## src/rtl/alu_rf_pkg.sv

```systemverilog
// rtl/alu_rf_pkg.sv - shared op codes, opext codes, FSM encoding and op helpers
package alu_rf_pkg;

  localparam logic [3:0] OP_ADD = 4'h0;
  localparam logic [3:0] OP_SUB = 4'h1;
  localparam logic [3:0] OP_CMP = 4'h2;
  localparam logic [3:0] OP_AND = 4'h3;
  localparam logic [3:0] OP_OR  = 4'h4;
  localparam logic [3:0] OP_XOR = 4'h5;
  localparam logic [3:0] OP_MOV = 4'h6;

  localparam logic [3:0] OPC_RTYPE = 4'b0000;

  localparam logic [3:0] EXT_ADD = 4'b0101;
  localparam logic [3:0] EXT_SUB = 4'b1001;
  localparam logic [3:0] EXT_CMP = 4'b1011;
  localparam logic [3:0] EXT_AND = 4'b0001;
  localparam logic [3:0] EXT_OR  = 4'b0010;
  localparam logic [3:0] EXT_XOR = 4'b0011;
  localparam logic [3:0] EXT_MOV = 4'b1101;

  typedef enum logic [1:0] {
    ST_IDLE   = 2'd0,
    ST_DECODE = 2'd1,
    ST_WB     = 2'd2
  } state_t;

  function automatic logic writes_reg(input logic [3:0] op);
    return op != OP_CMP;
  endfunction

  function automatic logic updates_flags(input logic [3:0] op);
    return (op == OP_ADD) || (op == OP_SUB) || (op == OP_CMP);
  endfunction

endpackage

```

## src/rtl/alu_rf_decoder.sv

```systemverilog
// rtl/alu_rf_decoder.sv - combinational decode of a register-type instruction
module alu_rf_decoder
  import alu_rf_pkg::*;
(
  input  logic [15:0] instr,
  output logic [3:0]  alu_inst,
  output logic        legal,
  output logic        reg_we,
  output logic        flag_we
);

  logic ext_ok;

  // Unknown opext falls back to ADD so the ALU input is well defined while idle
  always_comb begin
    alu_inst = OP_ADD;
    ext_ok   = 1'b1;
    case (instr[7:4])
      EXT_ADD: alu_inst = OP_ADD;
      EXT_SUB: alu_inst = OP_SUB;
      EXT_CMP: alu_inst = OP_CMP;
      EXT_AND: alu_inst = OP_AND;
      EXT_OR:  alu_inst = OP_OR;
      EXT_XOR: alu_inst = OP_XOR;
      EXT_MOV: alu_inst = OP_MOV;
      default: ext_ok   = 1'b0;
    endcase
    legal   = (instr[15:12] == OPC_RTYPE) && ext_ok;
    reg_we  = legal && writes_reg(alu_inst);
    flag_we = legal && updates_flags(alu_inst);
  end

endmodule

```

## src/rtl/alu_rf_sequencer.sv

```systemverilog
// rtl/alu_rf_sequencer.sv - instruction capture, decode and writeback sequencing for the ALU/RF
module alu_rf_sequencer
  import alu_rf_pkg::*;
#(
  parameter int CNT_W = 16,
  parameter int PSR_W = 16
) (
  input  logic             clk,
  input  logic             reset,
  input  logic             instr_valid,
  output logic             instr_ready,
  input  logic [15:0]      instr,
  output logic [3:0]       ra1,
  output logic [3:0]       ra2,
  output logic [3:0]       alu_inst,
  output logic             regwrite,
  input  logic [PSR_W-1:0] flag_in,
  output logic [PSR_W-1:0] psr,
  output logic             done,
  output logic             illegal,
  output logic [CNT_W-1:0] instr_count
);

  state_t      state;
  state_t      state_nx;
  logic [15:0] ir;
  logic        legal;
  logic        reg_we;
  logic        flag_we;

  alu_rf_decoder u_decoder (
    .instr    (ir),
    .alu_inst (alu_inst),
    .legal    (legal),
    .reg_we   (reg_we),
    .flag_we  (flag_we)
  );

  // Write address is ra1, so every op is Rdest <= Rdest op Rsrc
  assign ra1 = ir[11:8];
  assign ra2 = ir[3:0];

  always_ff @(posedge clk) begin
    if (reset) begin
      state <= ST_IDLE;
    end else begin
      state <= state_nx;
    end
  end

  always_comb begin
    state_nx    = state;
    instr_ready = 1'b0;
    regwrite    = 1'b0;
    done        = 1'b0;
    illegal     = 1'b0;
    case (state)
      ST_IDLE: begin
        instr_ready = 1'b1;
        if (instr_valid) state_nx = ST_DECODE;
      end
      ST_DECODE: begin
        if (legal) begin
          state_nx = ST_WB;
        end else begin
          illegal  = 1'b1;
          state_nx = ST_IDLE;
        end
      end
      ST_WB: begin
        done     = 1'b1;
        regwrite = reg_we;
        state_nx = ST_IDLE;
      end
      default: state_nx = ST_IDLE;
    endcase
  end

  // Flags are sampled in WB, before the write edge, so they reflect pre-write operands
  always_ff @(posedge clk) begin
    if (reset) begin
      ir          <= 16'h0000;
      psr         <= '0;
      instr_count <= '0;
    end else begin
      if ((state == ST_IDLE) && instr_valid) ir <= instr;
      if (state == ST_WB) begin
        instr_count <= instr_count + {{(CNT_W-1){1'b0}}, 1'b1};
        if (flag_we) psr <= flag_in;
      end
    end
  end

endmodule

```

## config.mk

```make
export PLATFORM = sky130hd
export DESIGN_NAME = alu_rf_sequencer
export DESIGN_NICKNAME = d
export VERILOG_FILES = /design/src/rtl/alu_rf_pkg.sv /design/src/rtl/alu_rf_decoder.sv /design/src/rtl/alu_rf_sequencer.sv
export SDC_FILE = /design/constraint.sdc
export NUM_CORES = 1
export LEC_CHECK = 0
export BUFFER_PORTS_ARGS = -buffer_cell sky130_fd_sc_hd__buf_2
export CORE_MARGIN = 1
export CORE_UTILIZATION = 48
export CTS_CLUSTER_DIAMETER = 30
export DETAILED_ROUTE_END_ITERATION = 10
export MAX_ROUTING_LAYER = met4
export PLACE_DENSITY = 0.83
export SLEW_MARGIN = 40
export SYNTH_ARGS = -nofsm -noshare
export SYNTH_HDL_FRONTEND = slang
export SYNTH_HIERARCHICAL = 1
export SYNTH_SLANG_ARGS = --single-unit
```

## constraint.sdc

```tcl
create_clock -name clk -period 1.83 [get_ports clk]
set_input_delay 0.0915 -clock clk [delete_from_list [all_inputs] [get_ports clk]]
set_output_delay 0.0915 -clock clk [all_outputs]
set_load 0.005 [all_outputs]
```

==> results of run 1 <==
[report_power, final]
| part | internal, mW | switching [mW] | total, mW |
|---|---|---|---|
| Combinational | 0.0748 | 0.0819 | 0.157 |
| Clock | 0.409 | 0.340 | 0.750 |
| Sequential | 1.11 | 0.0169 | 1.13 |
[logic make-up after synthesis]
| logic type | synth area share [%] |
|---|---|
| adders and majority gates | 0.595 |
| xor gates and xnor gates | 4.58 |
| other | 0.178 |
| DFF | 47.6 |
| buffers and inverters | 6.79 |
| and+or+nand+nor | 28.0 |
| AOI/OAI and AO/OA | 11.2 |
| muxes | 1.01 |
[cells in the final DEF (no fill, tap or decap), drive strengths merged]
cell | netlist | final
nor3b | 1 | 1
or3 | 3 | 3
xnor2 | 1 | 1
o31ai | 1 | 1
o21ai | 3 | 3
and3 | 1 | 1
or3b | 2 | 2
nand4b | 1 | 1
ha | 1 | 1
a221oi | 1 | 1
and2 | 4 | 4
nand2 | 72 | 72
nor4bb | 1 | 1
and4 | 1 | 1
mux2 | 1 | 1
buf | 17 | 88
nand4 | 5 | 5
xor2 | 10 | 10
bufinv | 0 | 1
or4 | 1 | 1
inv | 2 | 2
nor2b | 4 | 4
nor3 | 1 | 1
clkbuf | 6 | 7
mux2i | 1 | 1
nor2 | 15 | 15
dfxtp | 50 | 50
and4b | 2 | 2
a211oi | 1 | 1
a21oi | 37 | 37
nand3 | 4 | 4
nand2b | 4 | 4
conb | 1 | 1
[critical path: stages, from the launching register on]
cell      delay [ps]
dfxtp_1          320
or4_4            550
a211oi_2         210
and2_1           210
buf_12           150
nand2_1           70
a21oi_1          120
[per-stage QoR]
stage	instances	hold WS (ps)
6_report	378	24.6
4_1_cts	378	18.4
2_1_floorplan	255	169
5_1_grt	378	21.6
3_5_place_dp	370	339
3_3_place_gp	370	331
[worst max path at each step]
stage | depth (start not counted) | startpoint | endpoint
floorplan | 7 | ir[13] | psr[10]
global placement | 5 | ir[13] | psr[10]
detailed placement | 5 | ir[13] | psr[13]
CTS | 5 | ir[13] | psr[13]
global route | 6 | ir[6] | psr[8]
finish | 6 | ir[13] | psr[10]
[sequential cells by signal, summed over array words and instances, names as in the netlist]
register	count
instr_count	16
ir	16
psr	16
state	2
[layer usage]
metal | vias to the layer above | share of wire, %
met5 | - | 0
met2 | 52 | 50
met3 | 5 | 4.4
li1 | 973 | -
met4 | 0 | 0.94
met1 | 849 | 45
[cell type report]
cell class                      count  area [um2]
Timing Repair Buffer               88         470
Inverter                            2        7.51
Multi-Input combinational cell    180         961
Fill cell                         385        1510
Clock buffer                        7        76.3
Tap cell                           50        62.6
Clock inverter                      1        30.0
Sequential cell                    50        1000
[timing repair]
item,4_1_cts,5_1_grt
hold endpoints to repair,0,0
endpoints found under the setup margin,0,16
resized for setup,0,1
==> flow_summary.ini, run 1 <==
[clocking]
postCtsSetupBuffers = 0
cts_tree = yes
numCtsBuffers = 5
cts_root_buffer = clkbuf_8
clk_pin_slew_ps = 90
postCtsHoldBufs = 0
clock_sinks = 50
clock_path_buffers = 2
htreeDepth = 2
insertion_delay_ps = 290

[yosys]
synth.most_common_cell = nand2_1
synth.distinct_cells = 37
yosysTopAreaCell = dfxtp_1
synth_flop_cell = dfxtp_1
synth-async-reset-ratio_pct = 0
seq_area_frac_synth_pct = 47.6
netlist_instances = 255
avgSynthCellArea_um2 = 8.24
synth_warnings = 6
synth.top_cell.area_share_pct = 47.6
synth-seq-cells = 50
synth_common_cells = 72 x nand2_1, 50 x dfxtp_1, 37 x a21oi_1
syn-num-nets = 291
synth-edff-count = 0
synth_area_leaders = dfxtp_1 48%, nand2_1 13%, a21oi_1 8.8%
synth_area_um2 = 2100

[global_route]
top_usage_layer = met2
grt_util_met3_pct = 5.33
grt_overflow = 0
track_usage_pct = 19.6
grt.met1_usage_pct = 22.1
grt_max_degree = 33
met2_usage_pct = 33.3
grt_antenna_before_repair = 0
grt_pass1_wl_um = 6630
grt_pass1_vias = 1610

[timing]
setup_ws_ps = 146
hold_viol = 0
rsz0062_at_grt = no
fmax_mhz = 594
clock_skew_ps = 7.48
min_period_ps = 1680
slew_violations = 0
setup_viol = 0
min_period_over_period_pct = 92.0
tns_ps = 0
max_slew_margin_pct = 62.7
tightest_slew_ps = 559

[place]
dpl-instance-area_um2 = 2500
hpwl_um = 3200
post-place-ws_ps = 83.9
routabilityCongestion = 0.847
io_buffers = 81

[detailed_routing]
final_antenna_net_count = 0
viasPerCell = 4.97
drc = 0
first_pass_iters = 4
routedWlPerCell_um = 11.6
wl_um = 4380
drt_iter0_markers = 74
vias = 1879

[final_layout]
nets = 363
drive_gt1_share_pct = 30.8
fin_util_pct = 63.4
antenna_cells = 0
final_area_um2 = 2610
syn2layout_area_growth_pct = 24.1

[worst_hold_path]
min_from = flag_in[6]
whs_path_depth = 3
min_delay_worst_endpoint = psr[6]
hold_class = primary input to register

[floorplan]
design.core.area_um2 = 4120
io_pins = 83
initial_core_util_pct = 51.1
dieArea_um2 = 4650
rows = 23
dieHeight_um = 68.2
die_x_um = 68.2

[setup_path]
worst-setup-path-type = register to register
cp_max_fo = 16
r2r_cells = 6
r2r-start = ir[13]
rrSetupSlack_ps = 150
r2r-end = psr[10]
critPathArrivalTime_ps = 1910
start_kind = register
critPathCaptureType = register
critPathRequiredTime_ps = 2060

[power]
peakVddDrop_v = 0.000539
power.leakage_nw = 1.18
p_per_area_nw_per_um2 = 779
total_power_mw = 2.03

[run_status]
status = completed

[job]
maxCapViolations = 0
No activity file was read; power rests on OpenSTA's default activity.
==> inputs of run 2 (changes only) <==
--- a/config.mk
+++ b/config.mk
@@ -7,11 +7,11 @@
 export LEC_CHECK = 0
 export BUFFER_PORTS_ARGS = -buffer_cell sky130_fd_sc_hd__buf_2
 export CORE_MARGIN = 1
-export CORE_UTILIZATION = 48
+export CORE_UTILIZATION = 50
 export CTS_CLUSTER_DIAMETER = 30
 export DETAILED_ROUTE_END_ITERATION = 10
 export MAX_ROUTING_LAYER = met4
-export PLACE_DENSITY = 0.83
+export PLACE_DENSITY = 0.86
 export SLEW_MARGIN = 40
 export SYNTH_ARGS = -nofsm -noshare
 export SYNTH_HDL_FRONTEND = slang
==> constraint.sdc (replaced) <==
create_clock -name clk -period 2 [get_ports clk]
set_input_delay 0.1 -clock clk [delete_from_list [all_inputs] [get_ports clk]]
set_output_delay 0.1 -clock clk [all_outputs]
set_load 0.005 [all_outputs]
==> run 2 against run 1 <==
  * Critical path depth decreased by 1
  * First-iteration DRC count decreased by 6.8%
  * Clock-buffer cell count unchanged
  * Design area decreased by 2.0%
  * Clock skew decreased by 0.52 ps
  * Power decreased by 14%
  * Sequential share of layout area increased by 0.79 points
  * Global-route usage increased by 0.60 points
  * Sequential power decreased by 9%
  * Via count decreased by 0.11%
  * Largest cell class unchanged
==> flow_summary.ini, run 2 (synthesized netlist as in run 1, its figures left out) <==
[global_route]
grt_antenna_before_repair = 0
grt_pass1_vias = 1600
grt_pass1_wl_um = 6680
grt_max_degree = 33
grt_overflow = 0
track_usage_pct = 20.2

[detailed_routing]
wl_um = 4290
drc = 0
viasPerCell = 5.01
vias = 1877
final_antenna_net_count = 0
first_pass_iters = 4
drt_iter0_markers = 69
routedWlPerCell_um = 11.4

[setup_path]
critPathRequiredTime_ps = 2170
critPathCaptureType = register
path_buf_inv = 0
critical_path.max_stage_delay_ps = 450
cp_common_cell = nand2_1
slowest_stage = dfxtp_1
cp_max_fo = 16
crit_family = simple AND/OR/NAND/NOR gates
path_cells = or3b_1, a211oi_2, nand2_1, nand2_1, a21oi_1
worst-setup-path-type = register to register
critPathArrivalTime_ps = 1960
start_kind = register

[timing]
max_slew_margin_pct = 62.3
rsz0062_at_grt = no
setup_ws_ps = 214
hold_viol = 0
slew_violations = 0
fmax_mhz = 560
min_period_over_period_pct = 89.3
tns_ps = 0
clock_skew_ps = 6.96
min_period_ps = 1790
setup_viol = 0
tightest_slew_ps = 566

[power]
power.leakage_nw = 1.16
total_power_mw = 1.76
p_per_area_nw_per_um2 = 688
peakVddDrop_v = 0.000400

[final_layout]
instances_no_fill = 375
final_cell_mix = 81 x buf_2, 72 x nand2_1, 50 x dfxtp_1, 37 x a21oi_1, 15 x nor2_1
fillers = 381
layout_commonest_cell = buf_2
final_area_um2 = 2560
multiInputGateArea_um2 = 958
drive_gt1_share_pct = 30.2
syn2layout_area_growth_pct = 21.6
antenna_cells = 0
regArea_um2 = 1000
nets = 360
largest_registers = instr_count (16), ir (16), psr (16)

[clocking]
clk_pin_slew_ps = 90
clock_path_buffers = 2
clock_sinks = 50
cts_tree = yes
cts-resized-gates = 0
postCtsSetupBuffers = 0
insertion_delay_ps = 290
htreeDepth = 2
cts_root_buffer = clkbuf_8
numCtsBuffers = 5
postCtsHoldBufs = 0

[place]
post-place-ws_ps = 217
hpwl_um = 3110
dpl-instance-area_um2 = 2460
io_buffers = 81
routabilityCongestion = 0.759
placed_cells = 367

[run_status]
status = completed

[floorplan]
design.core.area_um2 = 4030
io_pins = 83
dieArea_um2 = 4470
dieHeight_um = 66.8
initial_core_util_pct = 52.2
die_x_um = 66.8
rows = 23

[worst_hold_path]
hold_class = primary input to register

[job]
maxCapViolations = 0
## run 2: worst register-to-register path: cells and delay by family, from the launching register on
kind               cells  cell delay (ps)
DFF                    1              450
and+or+nand+nor        3              920
AOI/OAI and AO/OA      2              280
## run 2: power by group
group          internal (mW)  total, mW  switching [mW]
clock network          0.279      0.586           0.307
logic                 0.0649      0.138          0.0727
registers               1.02       1.03          0.0181
total                   1.36       1.76           0.398
## run 2: area by class of cell
class | instances | area share (%)
inverters | 2 | 0.294
repair buffers | 85 | 17.0
clock inverters | 1 | 0.196
flip-flops and latches | 50 | 39.2
well taps | 50 | 2.45
clock buffers | 7 | 3.38
multi-input cells | 180 | 37.5
## run 2: final timing paths
| kind | start | to | slack [ps] | cells after the start |
|---|---|---|---|---|
| worst max-delay path | ir[6] | psr[6] | 210 | 5 |
| worst min-delay path | instr[0] | ir[0] | 30 | 3 |
| worst max register to register | ir[6] | psr[6] | 210 | 5 |
| worst min register to register | psr[2] | psr[2] | 460 | 2 |
## run 2: through the flow
step	util, %	hold WS, ps
floorplan	-	178
global route	63.4	20.0
CTS	63.4	23.2
global placement	61.2	340
finish	63.4	28.5
detailed placement	61.2	345
## run 2: per-layer routing
layer | GRT usage, % | wire length [um] | vias to the layer above | part of all wire [%]
met1 | 24.0 | 1880 | 861 | 44
met5 | - | 0 | - | 0
li1 | - | - | 963 | -
met3 | 4.11 | 176 | 6 | 4.1
met4 | 7.18 | 51 | 0 | 1.2
met2 | 33.6 | 2180 | 47 | 51
==> inputs of run 3 (changes only) <==
--- a/config.mk
+++ b/config.mk
@@ -7,11 +7,11 @@
 export LEC_CHECK = 0
 export BUFFER_PORTS_ARGS = -buffer_cell sky130_fd_sc_hd__buf_2
 export CORE_MARGIN = 1
-export CORE_UTILIZATION = 50
+export CORE_UTILIZATION = 40
 export CTS_CLUSTER_DIAMETER = 30
 export DETAILED_ROUTE_END_ITERATION = 10
 export MAX_ROUTING_LAYER = met4
-export PLACE_DENSITY = 0.86
+export PLACE_DENSITY = 0.72
 export SLEW_MARGIN = 40
 export SYNTH_ARGS = -nofsm -noshare
 export SYNTH_HDL_FRONTEND = slang
==> run 3 against run 2 <==
  * Non-clock buffer count rose by 1
  * Clock power rose by 3%
  * Cell count rose by 5.6%
  * Power increased by 1.1%
  * Via count down 0.64%
  * Clock skew fell by 2.5 ps
  * Combinational power about the same
  * Sequential power is essentially flat
  * Global-route usage decreased by 3.4 points
  * Design area grew 1.3%
  * Flip-flop and latch count is the same
  * Setup slack better by 18 ps
  * Critical path type unchanged
==> flow_summary.ini, run 3 (synthesized netlist as in run 1, its figures left out) <==
[setup_path]
critical_path.max_stage_delay_ps = 550
critPathArrivalTime_ps = 1950
slowest_stage = or4_4
cp_max_fo = 16
path_buf_inv = 0
start_kind = register
rrSetupSlack_ps = 230
critPathRequiredTime_ps = 2180
cp_common_cell = nand2_1
r2r-start = ir[13]
crit_family = simple AND/OR/NAND/NOR gates
r2r-end = psr[14]
r2r_cells = 5
worst-setup-path-type = register to register
critPathCaptureType = register
path_cells = or4_4, a211oi_2, nand2_1, nand2_1, a21oi_1
startpoint = ir[13]

[power]
power.leakage_nw = 1.16
p_per_area_nw_per_um2 = 686
peakVddDrop_v = 0.000344

[worst_hold_path]
hold_class = primary input to register
min_delay_worst_endpoint = ir[7]
min_from = instr[7]
whs_path_depth = 3

[floorplan]
dieHeight_um = 74.5
dieArea_um2 = 5550
initial_core_util_pct = 41.4
die_x_um = 74.5
design.core.area_um2 = 5070
rows = 26
io_pins = 83

[final_layout]
layout_commonest_cell = buf_2
fillers = 520
regArea_um2 = 1000
largest_registers = instr_count (16), ir (16), psr (16)
nets = 361
drive_gt1_share_pct = 30.4
multiInputGateArea_um2 = 958
antenna_cells = 0
final_cell_mix = 81 x buf_2, 72 x nand2_1, 50 x dfxtp_1, 37 x a21oi_1, 15 x nor2_1
syn2layout_area_growth_pct = 23.2

[clocking]
clock_sinks = 50
cts_tree = yes
cts_root_buffer = clkbuf_8
clk_pin_slew_ps = 90
numCtsBuffers = 5
postCtsSetupBuffers = 0
insertion_delay_ps = 300
clock_path_buffers = 2
postCtsHoldBufs = 0
cts-resized-gates = 0
htreeDepth = 2

[timing]
min_period_over_period_pct = 88.4
tns_ps = 0
slew_violations = 0
min_period_ps = 1770
setup_viol = 0
max_slew_margin_pct = 63.1
fmax_mhz = 566
clock_skew_ps = 4.49
tightest_slew_ps = 552
hold_viol = 0
setup_ws_ps = 232
whs_ps = 22.4
rsz0062_at_grt = no

[global_route]
grt_pass1_vias = 1562
grt_pass1_wl_um = 6800
grt_overflow = 0
grt_antenna_before_repair = 0
track_usage_pct = 16.7
grt_max_degree = 32

[detailed_routing]
viasPerCell = 4.71
final_antenna_net_count = 0
first_pass_iters = 4
drt_iter0_markers = 59
routedWlPerCell_um = 11.3
vias = 1865
drc = 0
wl_um = 4490

[place]
io_buffers = 81
routabilityCongestion = 0.721
post-place-ws_ps = 215
hpwl_um = 3190

[run_status]
status = completed

[job]
maxCapViolations = 0
## run 3: worst max-delay path by stage
stage	to	slack, ps	depth (start not counted)
6_report	psr[14]	230	5
5_1_grt	psr[0]	90	5
4_1_cts	psr[9]	200	5
3_5_place_dp	psr[9]	220	5
3_3_place_gp	psr[3]	250	5
2_1_floorplan	psr[10]	360	7
## run 3: worst reg2reg max path, cell delays in order, from the launching register on
cell      delay (ps)
dfxtp_1          320
or4_4            550
a211oi_2         170
nand2_1          350
nand2_1          170
a21oi_1           80
## run 3: power breakdown
| part | internal, mW | total [mW] | switching, mW |
|---|---|---|---|
| Clock | 0.280 | 0.605 | 0.325 |
| Combinational | 0.0664 | 0.141 | 0.0744 |
| Sequential | 1.02 | 1.03 | 0.0151 |
## run 3: final cells by class
cell class	instances	area share [%]
flip-flops and latches	50	38.7
multi-input cells	180	37.0
repair buffers	86	17.1
well taps	70	3.38
clock buffers	7	3.33
inverters	2	0.290
clock inverters	1	0.193
## run 3: routing by layer
layer | track usage [%] | vias to the layer above | part of all wire (%)
met2 | 28.0 | 46 | 48
li1 | - | 968 | -
met3 | 4.74 | 6 | 4.7
met1 | 19.0 | 845 | 46
met4 | 5.87 | 0 | 1.4
met5 | - | - | 0
## run 3: through the flow
stage	total power, mW	std cells	util [%]	instance area (um2)
after CTS	1.80	396	51.0	2590
after floorplan	1.14	255	-	2100
after detailed placement	1.20	388	49.2	2500
final	1.78	396	51.0	2590
after global routing	1.87	396	51.0	2590
after global placement	1.20	388	49.2	2500
